## src/rtl/int_arith_pkg.sv

```systemverilog
// Shared definitions for the sequential integer arithmetic units
// (multiplier and divider): FSM state encoding and counter sizing.
package int_arith_pkg;

  typedef enum logic [1:0] {
    idle_s,
    calc_s
  } arith_fsm_t;

  // Bits needed for an iteration counter that must hold the value w.
  function automatic int arith_cnt_w(input int w);
    return $clog2(w + 1);
  endfunction

endpackage

```

## src/rtl/int_multiplier_if.sv

```systemverilog
// Start/ready handshake bundle for int_multiplier.
//   cal     : start request (master -> slave)
//   mpd/mpr : multiplicand / multiplier, unsigned, WIDTH bits
//   prd     : 2*WIDTH-bit product, held until the next completion
//   ovf     : product does not fit in WIDTH bits
//   rdy     : unit idle with a valid result (gated by cal)
interface int_multiplier_if #(
  parameter int WIDTH = 12
);
  logic               cal;
  logic [WIDTH-1:0]   mpd;
  logic [WIDTH-1:0]   mpr;
  logic [2*WIDTH-1:0] prd;
  logic               ovf;
  logic               rdy;

  modport master (output cal, mpd, mpr, input prd, ovf, rdy);
  modport slave  (input cal, mpd, mpr, output prd, ovf, rdy);
endinterface

```

## src/rtl/int_multiplier.sv

```systemverilog
// Sequential radix-2 shift-add unsigned multiplier.
// One multiplier bit is consumed per clock; the full 2*WIDTH product and
// an overflow flag (high half non-zero) are registered on completion.
// Ports:
//   clk   : clock
//   rst_n : asynchronous active-low reset (aborts any operation)
//   bus   : int_multiplier_if slave (cal, mpd, mpr, prd, ovf, rdy)
// Parameters:
//   WIDTH      : operand width (>= 2)
//   EARLY_EXIT : 1 = stop once the remaining multiplier bits are zero
module int_multiplier
  import int_arith_pkg::*;
#(
  parameter int WIDTH      = 12,
  parameter bit EARLY_EXIT = 1'b0
) (
  input  logic              clk,
  input  logic              rst_n,
  int_multiplier_if.slave   bus
);

  localparam int CW = arith_cnt_w(WIDTH);

  arith_fsm_t           fsm_q;
  logic [2*WIDTH-1:0]   acc_q,   acc_d;
  logic [2*WIDTH-1:0]   mcand_q, mcand_d;
  logic [WIDTH-1:0]     mplr_q,  mplr_d;
  logic [CW-1:0]        cnt_q,   cnt_d;
  logic [2*WIDTH-1:0]   prd_q;
  logic                 ovf_q;
  logic                 rdy_q;
  logic                 last_iter;

  // One shift-add iteration; last_iter covers both the fixed count and
  // the early exit when no set multiplier bits remain.
  always_comb begin
    acc_d     = mplr_q[0] ? (acc_q + mcand_q) : acc_q;
    mcand_d   = mcand_q << 1;
    mplr_d    = mplr_q >> 1;
    cnt_d     = cnt_q + CW'(1);
    last_iter = (cnt_q == CW'(WIDTH - 1)) || (EARLY_EXIT && (mplr_d == '0));
  end

  always_ff @(posedge clk or negedge rst_n) begin
    if (!rst_n) begin
      fsm_q   <= idle_s;
      acc_q   <= '0;
      mcand_q <= '0;
      mplr_q  <= '0;
      cnt_q   <= '0;
      prd_q   <= '0;
      ovf_q   <= 1'b0;
      rdy_q   <= 1'b0;
    end else begin
      case (fsm_q)
        idle_s: begin
          if (bus.cal) begin
            rdy_q   <= 1'b0;
            acc_q   <= '0;
            mcand_q <= {{WIDTH{1'b0}}, bus.mpd};
            mplr_q  <= bus.mpr;
            cnt_q   <= '0;
            fsm_q   <= calc_s;
          end else begin
            rdy_q <= 1'b1;
          end
        end
        calc_s: begin
          acc_q   <= acc_d;
          mcand_q <= mcand_d;
          mplr_q  <= mplr_d;
          cnt_q   <= cnt_d;
          if (last_iter) begin
            prd_q <= acc_d;
            ovf_q <= |acc_d[2*WIDTH-1:WIDTH];
            rdy_q <= 1'b1;
            fsm_q <= idle_s;
          end
        end
        default: fsm_q <= idle_s;
      endcase
    end
  end

  assign bus.prd = prd_q;
  assign bus.ovf = ovf_q;
  assign bus.rdy = rdy_q && !bus.cal;

endmodule

```

## src/flat_wrapper.sv

```systemverilog
// flat-port wrapper written by rule: the top's interface ports become plain ports
module int_multiplier_flat import int_arith_pkg::*;
#(
  parameter int WIDTH      = 12,
  parameter bit EARLY_EXIT = 1'b0
)
  (clk, rst_n, bus_cal, bus_mpd, bus_mpr, bus_prd, bus_ovf, bus_rdy);
  int_multiplier_if #(.WIDTH(WIDTH)) bus_i ();
  input  logic clk;
  input  logic rst_n;
  input wire logic [$bits(bus_i.cal)-1:0] bus_cal;
  input wire logic [$bits(bus_i.mpd)-1:0] bus_mpd;
  input wire logic [$bits(bus_i.mpr)-1:0] bus_mpr;
  output wire logic [$bits(bus_i.prd)-1:0] bus_prd;
  output wire logic [$bits(bus_i.ovf)-1:0] bus_ovf;
  output wire logic [$bits(bus_i.rdy)-1:0] bus_rdy;
  assign bus_i.cal = bus_cal;
  assign bus_i.mpd = bus_mpd;
  assign bus_i.mpr = bus_mpr;
  assign bus_prd = bus_i.prd;
  assign bus_ovf = bus_i.ovf;
  assign bus_rdy = bus_i.rdy;
  int_multiplier #(.WIDTH(WIDTH), .EARLY_EXIT(EARLY_EXIT)) u_core (.clk(clk), .rst_n(rst_n), .bus(bus_i));
endmodule
```

## config.mk

```make
export PLATFORM = sky130hd
export DESIGN_NAME = int_multiplier_flat
export DESIGN_NICKNAME = d
export VERILOG_FILES = /design/src/rtl/int_arith_pkg.sv /design/src/rtl/int_multiplier_if.sv /design/src/rtl/int_multiplier.sv /design/src/flat_wrapper.sv
export SDC_FILE = /design/constraint.sdc
export NUM_CORES = 1
export LEC_CHECK = 0
export ABC_AREA = 1
export CORE_UTILIZATION = 45
export DETAILED_ROUTE_END_ITERATION = 10
export PLACE_DENSITY = 0.65
export SYNTH_ARGS = -nofsm -noshare
export SYNTH_HDL_FRONTEND = slang
export SYNTH_SLANG_ARGS = --single-unit
```

## constraint.sdc

```tcl
create_clock -name clk -period 2.55 [get_ports clk]
set_clock_uncertainty 0.1 [all_clocks]
set_input_delay 0.51 -clock clk [delete_from_list [all_inputs] [get_ports clk]]
set_output_delay 0.51 -clock clk [all_outputs]
set_load 0.02 [all_outputs]
```

==> metrics.txt <==
run status=complete, but fails checks; violated checks=design-rule violations; critical path endpoint category=flip-flop; Worst Hold Class=reg2reg; vias after detailed routing=between 4,000 and 5,000; RSZ-0062 raised after global routing=no; layout cells sized above 1=7.53%; post-synthesis register bit count=91; Final Critical Period=between 2 and 2.5 ns; CTS root buffer=clkbuf_16; Slew Limit Fails=0; critical path arrival=about 2.5 ns; Hold Path Stages=2; Crit Path Max Fanout=5; crit path launch=u_core.mcand_q[3]; Mapped Area=~0.0054 mm²; setup TNS=0 ns; sequential-to-total area share from yosys stat=a little over two fifths; CTS tree=done; leading area contributor after synthesis=dfrtp_1; design area=between 0.006 and 0.007 mm²; CP required=approximately 2.7 ns; Die W=between 100 and 150 µm; FF-to-FF Start=u_core.mcand_q[3]; Slew Limit Headroom=between 60% and 70%; worst slew pin tran=0.538 ns; Residual DRC=5; max-capacitance violation count=0; top-area cell type share of the netlist area=a little over two fifths; Die H=approximately 110 µm; vias per cell=5.15; DRT iter0 DRCs=approximately 280; LEAKAGE=3.34 nW; Mapped Cells=roughly 750; final setup margin=between 0.15 and 0.2 ns; ant diodes=0; port buffer count=between 50 and 60; Avg WL per Cell=roughly 15 µm; Initial Util=between 40% and 50%; largest net degree at the start of global routing=63; Post-synth top flop=dfrtp_1; Post-DP HPWL=between 10,000 and 15,000 µm; Setup Viol. Count Final=0; Clock Tree Buf Depth=2; syn_nets=a little over 800; multi-input logic area=between 0.002 and 0.003 mm²; Peak VDD IR=approximately 0.75 mV; storage element area=between 0.002 and 0.0025 mm²; achievable clock frequency=~420 MHz; die footprint=between 0.01 and 0.015 mm²; clock sinks=91; critical path startpoint category=flip-flop; Setup CP Type=reg2reg; dpl cell area=between 0.006 and 0.007 mm²; global-route wire length before repair=approximately 24,000 µm; gpl congestion=approximately 0.95; Post-synth top cells=nand2_1 (271), inv_1 (114), dfrtp_1 (91); fill cell count=~1,100; top post-synthesis cells by area=dfrtp_1 (42%), nand2_1 (19%), inv_1 (7.9%); Final period util=a little over 90%; Final ANT Viol Nets=0; cts bufs inserted=9; R2R setup slack=0.19 ns; Synth async-reset ratio=between 90% and 100%; Remaining Overflow, GRT=0; Hold Path Origin=u_core.bus.prd[11]; final hold vios=0; Layout area overhead=20.6%; Final nets=approximately 860; Worst-path clk slew=roughly 0.07 ns; most common cell in the netlist=nand2_1; num ports=53; wirelength, routed=13,900 µm; warnings from Yosys=0; H-tree depth=3; dpl ws=approximately 0.006 ns; pwr dens=1300 mW/mm²; DRT Pass-1 Iters=10; Post-synth EDFFs=0; GR Util All Layers=roughly 25%; library cells used by synthesis=34; row cnt=39; initial antenna violation count=0; Core ar.=roughly 0.012 mm²; syn avg cell area=7.17 µm²; R2R depth=14; clock latency on the worst-skew pair=between 0.3 and 0.4 ns; vias in the first global route=a little under 5,000
final timing paths:
check | end
hold reg to reg | u_core.bus.prd[11]
setup / recovery | u_core.bus.ovf
max in group asynchronous | u_core.bus.prd[19]
min in group asynchronous | u_core.acc_q[12]
setup reg to reg | u_core.bus.ovf
hold / removal | u_core.bus.prd[11]
cells by family (layout without fill, tap and decap cells):
group | count (synthesis) | count (layout) | share of synthesized area (%)
AOI/OAI and AO/OA | 109 | 109 | 11.8
buffers and inverters | 146 | 202 | 10.2
adders and majority gates | 25 | 25 | 5.92
DFF | 91 | 91 | 42.1
and+or+nand+nor | 373 | 373 | 28.4
xor gates and xnor gates | 10 | 10 | 1.62
sequential cells by signal, summed over array words and instances (netlist names):
| name | flops |
|---|---|
| u_core.mplr_q | 12 |
| u_core.acc_q | 24 |
| u_core.mcand_q | 24 |
| u_core.rdy_q | 1 |
| u_core.fsm_q | 1 |
| u_core.bus.prd | 24 |
| u_core.cnt_q | 4 |
| u_core.bus.ovf | 1 |
critical path: stages, from the launching register on:
cell	delay [ns]
dfrtp_1	0.42
ha_1	0.40
nand2_2	0.10
nor2_2	0.16
nand3_1	0.11
nand2_2	0.15
nand2_1	0.08
nand3_1	0.09
nand3_1	0.09
nand2_1	0.11
nand2_1	0.08
nor2_2	0.14
nand3_1	0.09
nor2_1	0.10
nor2_1	0.05
cells in the final DEF (no fill, tap or decap), types with 3 or more instances in the layout:
cell,synthesis,final
a21oi_1,18,18
nor2_1,28,26
inv_2,8,8
o22ai_1,26,26
ha_4,0,3
nor2_2,7,9
inv_1,114,114
nand2_1,271,270
a22oi_1,3,3
a22o_1,4,4
nand4_1,5,5
buf_4,0,9
nand3_1,47,46
clkdlybuf4s50_1,0,51
xor2_1,9,9
clkbuf_16,0,9
o211ai_1,6,6
o221ai_1,4,4
o21ai_0,44,44
ha_2,0,3
dfrtp_1,91,91
ha_1,24,18
nand2_2,5,6
metrics by stage:
stage	util [%]	power (W)	instances	hold slack [ns]
final	56.4	0.00851	953	0.382
after global routing	56.4	0.00930	953	0.405
after CTS	55.8	0.00846	952	0.389
after detailed placement	52.8	0.00691	935	0.369
after global placement	52.8	0.00688	935	0.362
after floorplan	-	0.00548	754	0.114
where the power goes:
group,switching (W),total [W],internal [W],leakage [nW]
Combinational,0.00286,0.00456,0.00170,2.02
Sequential,0.000403,0.00245,0.00204,1.17
Clock,0.000587,0.00150,0.000916,0.162
routing by layer:
metal / GRT usage, % / wire (µm) / vias up
li1: - / - / 2496
met3: 4.03 / 495 / 25
met4: 9.28 / 306 / 0
met5: 0 / 0 / -
met1: 33.7 / 6890 / 2291
met2: 39.0 / 6200 / 93
timing repair:
| item | CTS | global route |
|---|---|---|
| gates resized for setup | 1 | 12 |
| endpoints found under the setup margin | 1 | 1 |
| hold buffers | 1 | 0 |
| hold endpoints to repair | 18 | 0 |
| setup buffers | 0 | 1 |
| pin swaps | 0 | 3 |
cell type report:
class,instances,area share (%)
multi-input combinational,517,40.5
sequential,91,34.9
timing repair buffer,63,9.63
inverter,123,7.08
clock buffer,11,3.87
tap,143,2.74
clock inverter,5,1.30
(Power assumes the default switching activity.)
